<file path="src/rtl/st_sequencer_if.sv">
`default_nettype none
// ============================================================================
// Module      : st_sequencer_if
// Description : Control bundle between the store sequencer, the top-level
//               controller (start/stall) and the DataPath control port.
// Revision    : 1.0 - initial release
// ============================================================================
interface st_sequencer_if;
    logic       start;
    logic       stall;
    logic       PCout, Zlowout, MDRout, BAout, Cout, Rout;
    logic       MARin, Zin, PCin, MDRin, IRin, Yin, Rin;
    logic       IncPC, Read, Write;
    logic [4:0] Operator;
    logic       Gra, Grb, Grc;
    logic       busy, done;
    logic [3:0] state;

    // Sequencer side: consumes start/stall, drives every control line
    modport master (
        input  start, stall,
        output PCout, Zlowout, MDRout, BAout, Cout, Rout,
        output MARin, Zin, PCin, MDRin, IRin, Yin, Rin,
        output IncPC, Read, Write, Operator, Gra, Grb, Grc,
        output busy, done, state
    );

    // Controller / DataPath side
    modport slave (
        output start, stall,
        input  PCout, Zlowout, MDRout, BAout, Cout, Rout,
        input  MARin, Zin, PCin, MDRin, IRin, Yin, Rin,
        input  IncPC, Read, Write, Operator, Gra, Grb, Grc,
        input  busy, done, state
    );
endinterface
`default_nettype wire

</file>
<file path="src/rtl/st_sequencer.sv">
`default_nettype none
// ============================================================================
// Module      : st_sequencer
// Description : Hard-wired Moore sequencer for "st Ra, C(Rb)". Fetches the
//               instruction, forms Rb+C in MAR, loads Ra into MDR and holds
//               Write for MEM_WAIT cycles.
// Revision    : 1.0 - initial release
// ============================================================================
module st_sequencer #(
    parameter logic [4:0] ADD_OP   = 5'b00011,
    parameter int         MEM_WAIT = 1          // legal range 1..15
) (
    input  wire logic      clk,
    input  wire logic      clear,
    st_sequencer_if.master ctl
);

    typedef enum logic [3:0] {
        S_IDLE = 4'b0000,
        S_T0   = 4'b0111,
        S_T1   = 4'b1000,
        S_T2   = 4'b1001,
        S_T3   = 4'b1010,
        S_T4   = 4'b1011,
        S_T5   = 4'b1100,
        S_T6   = 4'b1101,
        S_T7   = 4'b1110,
        S_DONE = 4'b1111
    } state_t;

    localparam logic [3:0] C_WAIT_LOAD = 4'(MEM_WAIT - 1);

    state_t     state_q, state_d;
    logic [3:0] cnt_q, cnt_d;
    // High only in the first cycle of T1, so PC is loaded exactly once even
    // when T1 is stretched by MEM_WAIT or by stall.
    logic       pcin_q, pcin_d;

    // State, wait counter and first-T1-cycle flag registers
    always_ff @(posedge clk) begin
        if (clear) begin
            state_q <= S_IDLE;
            cnt_q   <= 4'd0;
            pcin_q  <= 1'b0;
        end else begin
            state_q <= state_d;
            cnt_q   <= cnt_d;
            pcin_q  <= pcin_d;
        end
    end

    // Next-state and wait-counter logic; stall freezes everything
    always_comb begin
        state_d = state_q;
        cnt_d   = cnt_q;
        pcin_d  = 1'b0;
        if (!ctl.stall) begin
            case (state_q)
                S_IDLE: if (ctl.start) state_d = S_T0;
                S_T0: begin
                    state_d = S_T1;
                    cnt_d   = C_WAIT_LOAD;
                    pcin_d  = 1'b1;
                end
                S_T1: begin
                    if (cnt_q == 4'd0) state_d = S_T2;
                    else               cnt_d   = cnt_q - 4'd1;
                end
                S_T2: state_d = S_T3;
                S_T3: state_d = S_T4;
                S_T4: state_d = S_T5;
                S_T5: state_d = S_T6;
                S_T6: begin
                    state_d = S_T7;
                    cnt_d   = C_WAIT_LOAD;
                end
                S_T7: begin
                    if (cnt_q == 4'd0) state_d = S_DONE;
                    else               cnt_d   = cnt_q - 4'd1;
                end
                S_DONE:  state_d = S_IDLE;
                default: state_d = S_IDLE;
            endcase
        end
    end

    // Moore output decode from the registered state only
    always_comb begin
        ctl.PCout    = 1'b0;
        ctl.Zlowout  = 1'b0;
        ctl.MDRout   = 1'b0;
        ctl.BAout    = 1'b0;
        ctl.Cout     = 1'b0;
        ctl.Rout     = 1'b0;
        ctl.MARin    = 1'b0;
        ctl.Zin      = 1'b0;
        ctl.PCin     = 1'b0;
        ctl.MDRin    = 1'b0;
        ctl.IRin     = 1'b0;
        ctl.Yin      = 1'b0;
        ctl.Rin      = 1'b0;
        ctl.IncPC    = 1'b0;
        ctl.Read     = 1'b0;
        ctl.Write    = 1'b0;
        ctl.Operator = 5'b00000;
        ctl.Gra      = 1'b0;
        ctl.Grb      = 1'b0;
        ctl.Grc      = 1'b0;
        ctl.done     = 1'b0;
        ctl.busy     = (state_q != S_IDLE);
        ctl.state    = state_q;
        case (state_q)
            S_T0: begin
                ctl.PCout = 1'b1;
                ctl.MARin = 1'b1;
                ctl.IncPC = 1'b1;
                ctl.Zin   = 1'b1;
            end
            S_T1: begin
                ctl.Zlowout = pcin_q;
                ctl.PCin    = pcin_q;
                ctl.Read    = 1'b1;
                ctl.MDRin   = 1'b1;
            end
            S_T2: begin
                ctl.MDRout = 1'b1;
                ctl.IRin   = 1'b1;
            end
            S_T3: begin
                ctl.Grb   = 1'b1;
                ctl.BAout = 1'b1;
                ctl.Yin   = 1'b1;
            end
            S_T4: begin
                ctl.Cout     = 1'b1;
                ctl.Zin      = 1'b1;
                ctl.Operator = ADD_OP;
            end
            S_T5: begin
                ctl.Zlowout = 1'b1;
                ctl.MARin   = 1'b1;
            end
            S_T6: begin
                // Read stays low so MDR takes Ra from the bus
                ctl.Gra   = 1'b1;
                ctl.Rout  = 1'b1;
                ctl.MDRin = 1'b1;
            end
            S_T7:    ctl.Write = 1'b1;
            S_DONE:  ctl.done  = 1'b1;
            default: ;
        endcase
    end

endmodule
`default_nettype wire

</file>
<file path="src/flat_wrapper.sv">
// flat-port wrapper written by rule: the top's interface ports become plain ports
module st_sequencer_flat 
#(
    parameter logic [4:0] ADD_OP   = 5'b00011,
    parameter int         MEM_WAIT = 1                              
)
  (clk, clear, ctl_start, ctl_stall, ctl_PCout, ctl_Zlowout, ctl_MDRout, ctl_BAout, ctl_Cout, ctl_Rout, ctl_MARin, ctl_Zin, ctl_PCin, ctl_MDRin, ctl_IRin, ctl_Yin, ctl_Rin, ctl_IncPC, ctl_Read, ctl_Write, ctl_Operator, ctl_Gra, ctl_Grb, ctl_Grc, ctl_busy, ctl_done, ctl_state);
  st_sequencer_if ctl_i ();
  input  wire logic clk;
  input  wire logic clear;
  input wire logic [$bits(ctl_i.start)-1:0] ctl_start;
  input wire logic [$bits(ctl_i.stall)-1:0] ctl_stall;
  output wire logic [$bits(ctl_i.PCout)-1:0] ctl_PCout;
  output wire logic [$bits(ctl_i.Zlowout)-1:0] ctl_Zlowout;
  output wire logic [$bits(ctl_i.MDRout)-1:0] ctl_MDRout;
  output wire logic [$bits(ctl_i.BAout)-1:0] ctl_BAout;
  output wire logic [$bits(ctl_i.Cout)-1:0] ctl_Cout;
  output wire logic [$bits(ctl_i.Rout)-1:0] ctl_Rout;
  output wire logic [$bits(ctl_i.MARin)-1:0] ctl_MARin;
  output wire logic [$bits(ctl_i.Zin)-1:0] ctl_Zin;
  output wire logic [$bits(ctl_i.PCin)-1:0] ctl_PCin;
  output wire logic [$bits(ctl_i.MDRin)-1:0] ctl_MDRin;
  output wire logic [$bits(ctl_i.IRin)-1:0] ctl_IRin;
  output wire logic [$bits(ctl_i.Yin)-1:0] ctl_Yin;
  output wire logic [$bits(ctl_i.Rin)-1:0] ctl_Rin;
  output wire logic [$bits(ctl_i.IncPC)-1:0] ctl_IncPC;
  output wire logic [$bits(ctl_i.Read)-1:0] ctl_Read;
  output wire logic [$bits(ctl_i.Write)-1:0] ctl_Write;
  output wire logic [$bits(ctl_i.Operator)-1:0] ctl_Operator;
  output wire logic [$bits(ctl_i.Gra)-1:0] ctl_Gra;
  output wire logic [$bits(ctl_i.Grb)-1:0] ctl_Grb;
  output wire logic [$bits(ctl_i.Grc)-1:0] ctl_Grc;
  output wire logic [$bits(ctl_i.busy)-1:0] ctl_busy;
  output wire logic [$bits(ctl_i.done)-1:0] ctl_done;
  output wire logic [$bits(ctl_i.state)-1:0] ctl_state;
  assign ctl_i.start = ctl_start;
  assign ctl_i.stall = ctl_stall;
  assign ctl_PCout = ctl_i.PCout;
  assign ctl_Zlowout = ctl_i.Zlowout;
  assign ctl_MDRout = ctl_i.MDRout;
  assign ctl_BAout = ctl_i.BAout;
  assign ctl_Cout = ctl_i.Cout;
  assign ctl_Rout = ctl_i.Rout;
  assign ctl_MARin = ctl_i.MARin;
  assign ctl_Zin = ctl_i.Zin;
  assign ctl_PCin = ctl_i.PCin;
  assign ctl_MDRin = ctl_i.MDRin;
  assign ctl_IRin = ctl_i.IRin;
  assign ctl_Yin = ctl_i.Yin;
  assign ctl_Rin = ctl_i.Rin;
  assign ctl_IncPC = ctl_i.IncPC;
  assign ctl_Read = ctl_i.Read;
  assign ctl_Write = ctl_i.Write;
  assign ctl_Operator = ctl_i.Operator;
  assign ctl_Gra = ctl_i.Gra;
  assign ctl_Grb = ctl_i.Grb;
  assign ctl_Grc = ctl_i.Grc;
  assign ctl_busy = ctl_i.busy;
  assign ctl_done = ctl_i.done;
  assign ctl_state = ctl_i.state;
  st_sequencer #(.ADD_OP(ADD_OP), .MEM_WAIT(MEM_WAIT)) u_core (.clk(clk), .clear(clear), .ctl(ctl_i));
endmodule
</file>
<file path="config.mk">
export PLATFORM = sky130hd
export DESIGN_NAME = st_sequencer_flat
export DESIGN_NICKNAME = d
export VERILOG_FILES = /design/src/rtl/st_sequencer_if.sv /design/src/rtl/st_sequencer.sv /design/src/flat_wrapper.sv
export SDC_FILE = /design/constraint.sdc
export NUM_CORES = 1
export LEC_CHECK = 0
export ABC_AREA = 1
export BUFFER_PORTS_ARGS = -buffer_cell sky130_fd_sc_hd__buf_2
export CAP_MARGIN = 5
export CORE_AREA = 2 2 44 46
export DETAILED_ROUTE_END_ITERATION = 10
export DIE_AREA = 0 0 46 48
export PLACE_DENSITY = 0.77
export SETUP_SLACK_MARGIN = 0.2
export SLEW_MARGIN = 20
export SYNTH_ARGS = -nofsm -noshare
export SYNTH_HDL_FRONTEND = slang
export SYNTH_SLANG_ARGS = --single-unit
</file>
<file path="constraint.sdc">
create_clock -name clk -period 1.65 [get_ports clk]
set_input_delay 0.0825 -clock clk [delete_from_list [all_inputs] [get_ports clk]]
set_output_delay 0.0825 -clock clk [all_outputs]
set_load 0.01 [all_outputs]
</file>
==> flow_summary.yaml <==
synth:
  synth_area_leaders: "dfxtp_1 (25%), nand2_1 (13%), buf_4 (12%)"
  synth_commonest_cells: "nand2_1 (25), inv_1 (17), nor2_1 (16)"
  synthCells: 118
  synth_cell_types: 22
  ys_async_sr_fraction: 0
  yosys_register_bits: 9
  synth_top_cell_by_area: "dfxtp_1"
  synth-edff-count: 0
  ys_seq_area_frac: 0.246
  synth_ff_type: "dfxtp_1"
  yosysWarnings: 0
  syn_avg_cell_area_um2: 6.21
  synth_area_um2: 733
  synth_most_common_cell: "nand2_1"
  synth.top_cell.area_share: 0.246
final_layout:
  layout.nets: 148
  layoutNonFillerInstCount: 159
  area_delta_synth_final_pct: 17.4
  drive_gt1_frac: 0.331
  antenna_cells: 0
  fin_area_um2: 861
clock_network:
  cts_buffers: 3
  cts-root-buf: "clkbuf_4"
  htree_levels: 1
  cts_buffer_depth: 2
  clkTransAtPathRegs_ps: 60
  clock_sinks: 9
  cts_tree: "done"
  worstSkewPairLatency_ps: 270
status:
  status: "complete, no violations"
die:
  initial_core_util: 0.434
  dieArea_um2: 2210
  die_y_um: 48
  ioPinCount: 34
  rows: 15
  core_um2: 1690
  die_w_um: 46
routing:
  postRouteAntennaNets: 0
  via_count: 776
  wl_um: 1700
  drc: 0
  viasPerCell: 4.88
  drtPass1Iterations: 3
  wl_per_cell_um: 10.7
  first_iter_violations: 11
timing:
  finalSetupTns_ps: 0
  final_max_slew_viol_count: 0
  finalSetupViolCount: 0
  finalHoldViolCount: 0
  fin_hold_ws_ps: 51.9
  post-route-period-util: 0.812
  finClkSkew_ps: 3.73
  fmax_mhz: 746
  rsz0062_at_grt: "no"
  min_period_ps: 1340
critical_path:
  cp_max_fo: 9
  crit_type: "flop to output port"
  arrival_ps: 1260
  path_buf_inv: 1
  reg2reg_from: "u_core.ctl.state[2]"
  crit_required_ps: 1570
  critPathMaxStageDelay_ps: 430
  r2r_setup_slack_ps: 360
  crit_path_start_kind: "flop"
  r2r-end: "u_core.ctl.state[2]"
  reg2regPathDepth: 7
  cpMaxStageDelayCell: "dfxtp_2"
  path_cells: "nand2_1 -> nor2_1 -> buf_2"
  cp-end-kind: "output port"
  crit_family: "flip-flops"
grt:
  grt_overflow: 0
  grt_util_all_layers: 0.167
  grt_pass1_wl_um: 2620
  antenna_found_initial: 0
  grt_start_max_net_pins: 10
  grt_pass1_vias: 629
hold_path:
  hp-start: "clear"
  min_to: "u_core.ctl.state[0]"
  whs_path_depth: 2
  hold_class: "input pin to flop"
place:
  portBuffers: 28
  routabilityCongestion: 0.860
  dpl_cell_area_um2: 808
  place_inst: 154
  dp.final_hpwl_um: 1360
power:
  pwr_density_cell_nw_per_um2: 834
  p_leak_nw: 0.521
  p_total_mw: 0.718
  peakVddDrop_mv: 0.439
run:
  max_cap_violations: 0
layout make-up:
| class | count | area (µm²) |
|---|---|---|
| well taps | 17 | 21.3 |
| multi-input cells | 80 | 404 |
| repair buffers | 29 | 150 |
| inverters | 20 | 75.1 |
| fillers | 180 | 828 |
| clock buffers | 4 | 26.3 |
| flip-flops and latches | 9 | 184 |
power breakdown:
part	switching, mW	total, mW	internal [mW]
clock network	0.0816	0.175	0.0935
registers	0.0345	0.274	0.239
logic	0.176	0.269	0.0926
placed cells by master, fill, tap and decap left out, drive strengths merged:
master       instances
clkinv               1
nor2                18
a31oi                1
dfxtp                9
nand2               29
buf                 28
inv                 19
nand3                8
a21oi                5
clkbuf               4
nor3                 3
nand4                4
o21ai                4
dlygate4sd3          1
conb                 5
xor2                 2
ha                   1
registers in the layout, indices dropped and copies added, names as in the netlist:
| register | count |
|---|---|
| u_core.pcin_q | 1 |
| u_core.cnt_q | 4 |
| u_core.ctl.state | 4 |
kinds of logic after synthesis:
| family | Yosys count | share of synthesized area |
|---|---|---|
| buffers and inverters | 33 | 0.241 |
| adders and majority gates | 1 | 0.0171 |
| and+or+nand+nor | 62 | 0.398 |
| DFF | 9 | 0.246 |
| AOI/OAI and AO/OA | 10 | 0.0700 |
| other | 1 | 0.00511 |
| xor gates and xnor gates | 2 | 0.0239 |
layer usage:
layer  global-route usage  share of wire  vias up
met2                0.267           0.45       31
li1                     -              -      396
met1                0.202           0.45      343
met3               0.0264          0.075        6
met4                0.126          0.026        0
met5                    0              0        -
stage by stage:
step | setup WS (ps) | utilization
2_1_floorplan | 241 | -
3_5_place_dp | 296 | 0.479
4_1_cts | 171 | 0.503
5_1_grt | 205 | 0.510
6_report | 310 | 0.510
3_3_place_gp | 299 | 0.479
worst max path at each step:
stage | slack [ps] | start | depth (start not counted) | endpoint
final | 310 | u_core.ctl.state[0] | 3 | ctl_Operator[1]
after floorplan | 240 | u_core.ctl.state[1] | 6 | u_core.ctl.state[1]
after CTS | 170 | u_core.ctl.state[1] | 3 | ctl_Yin
after global routing | 210 | u_core.ctl.state[0] | 3 | ctl_Operator[0]
after detailed placement | 300 | u_core.ctl.state[2] | 7 | u_core.cnt_q[3]
after global placement | 300 | u_core.ctl.state[2] | 7 | u_core.ctl.state[2]
repair_timing:
item / in CTS / in global routing
gates cloned: 0 / 0
setup buffers: 0 / 0
hold endpoints to repair: 1 / 0
resized for setup: 1 / 5
hold buffers: 1 / 0
endpoints found under the setup margin: 8 / 22
No activity file was read; power rests on OpenSTA's default activity.
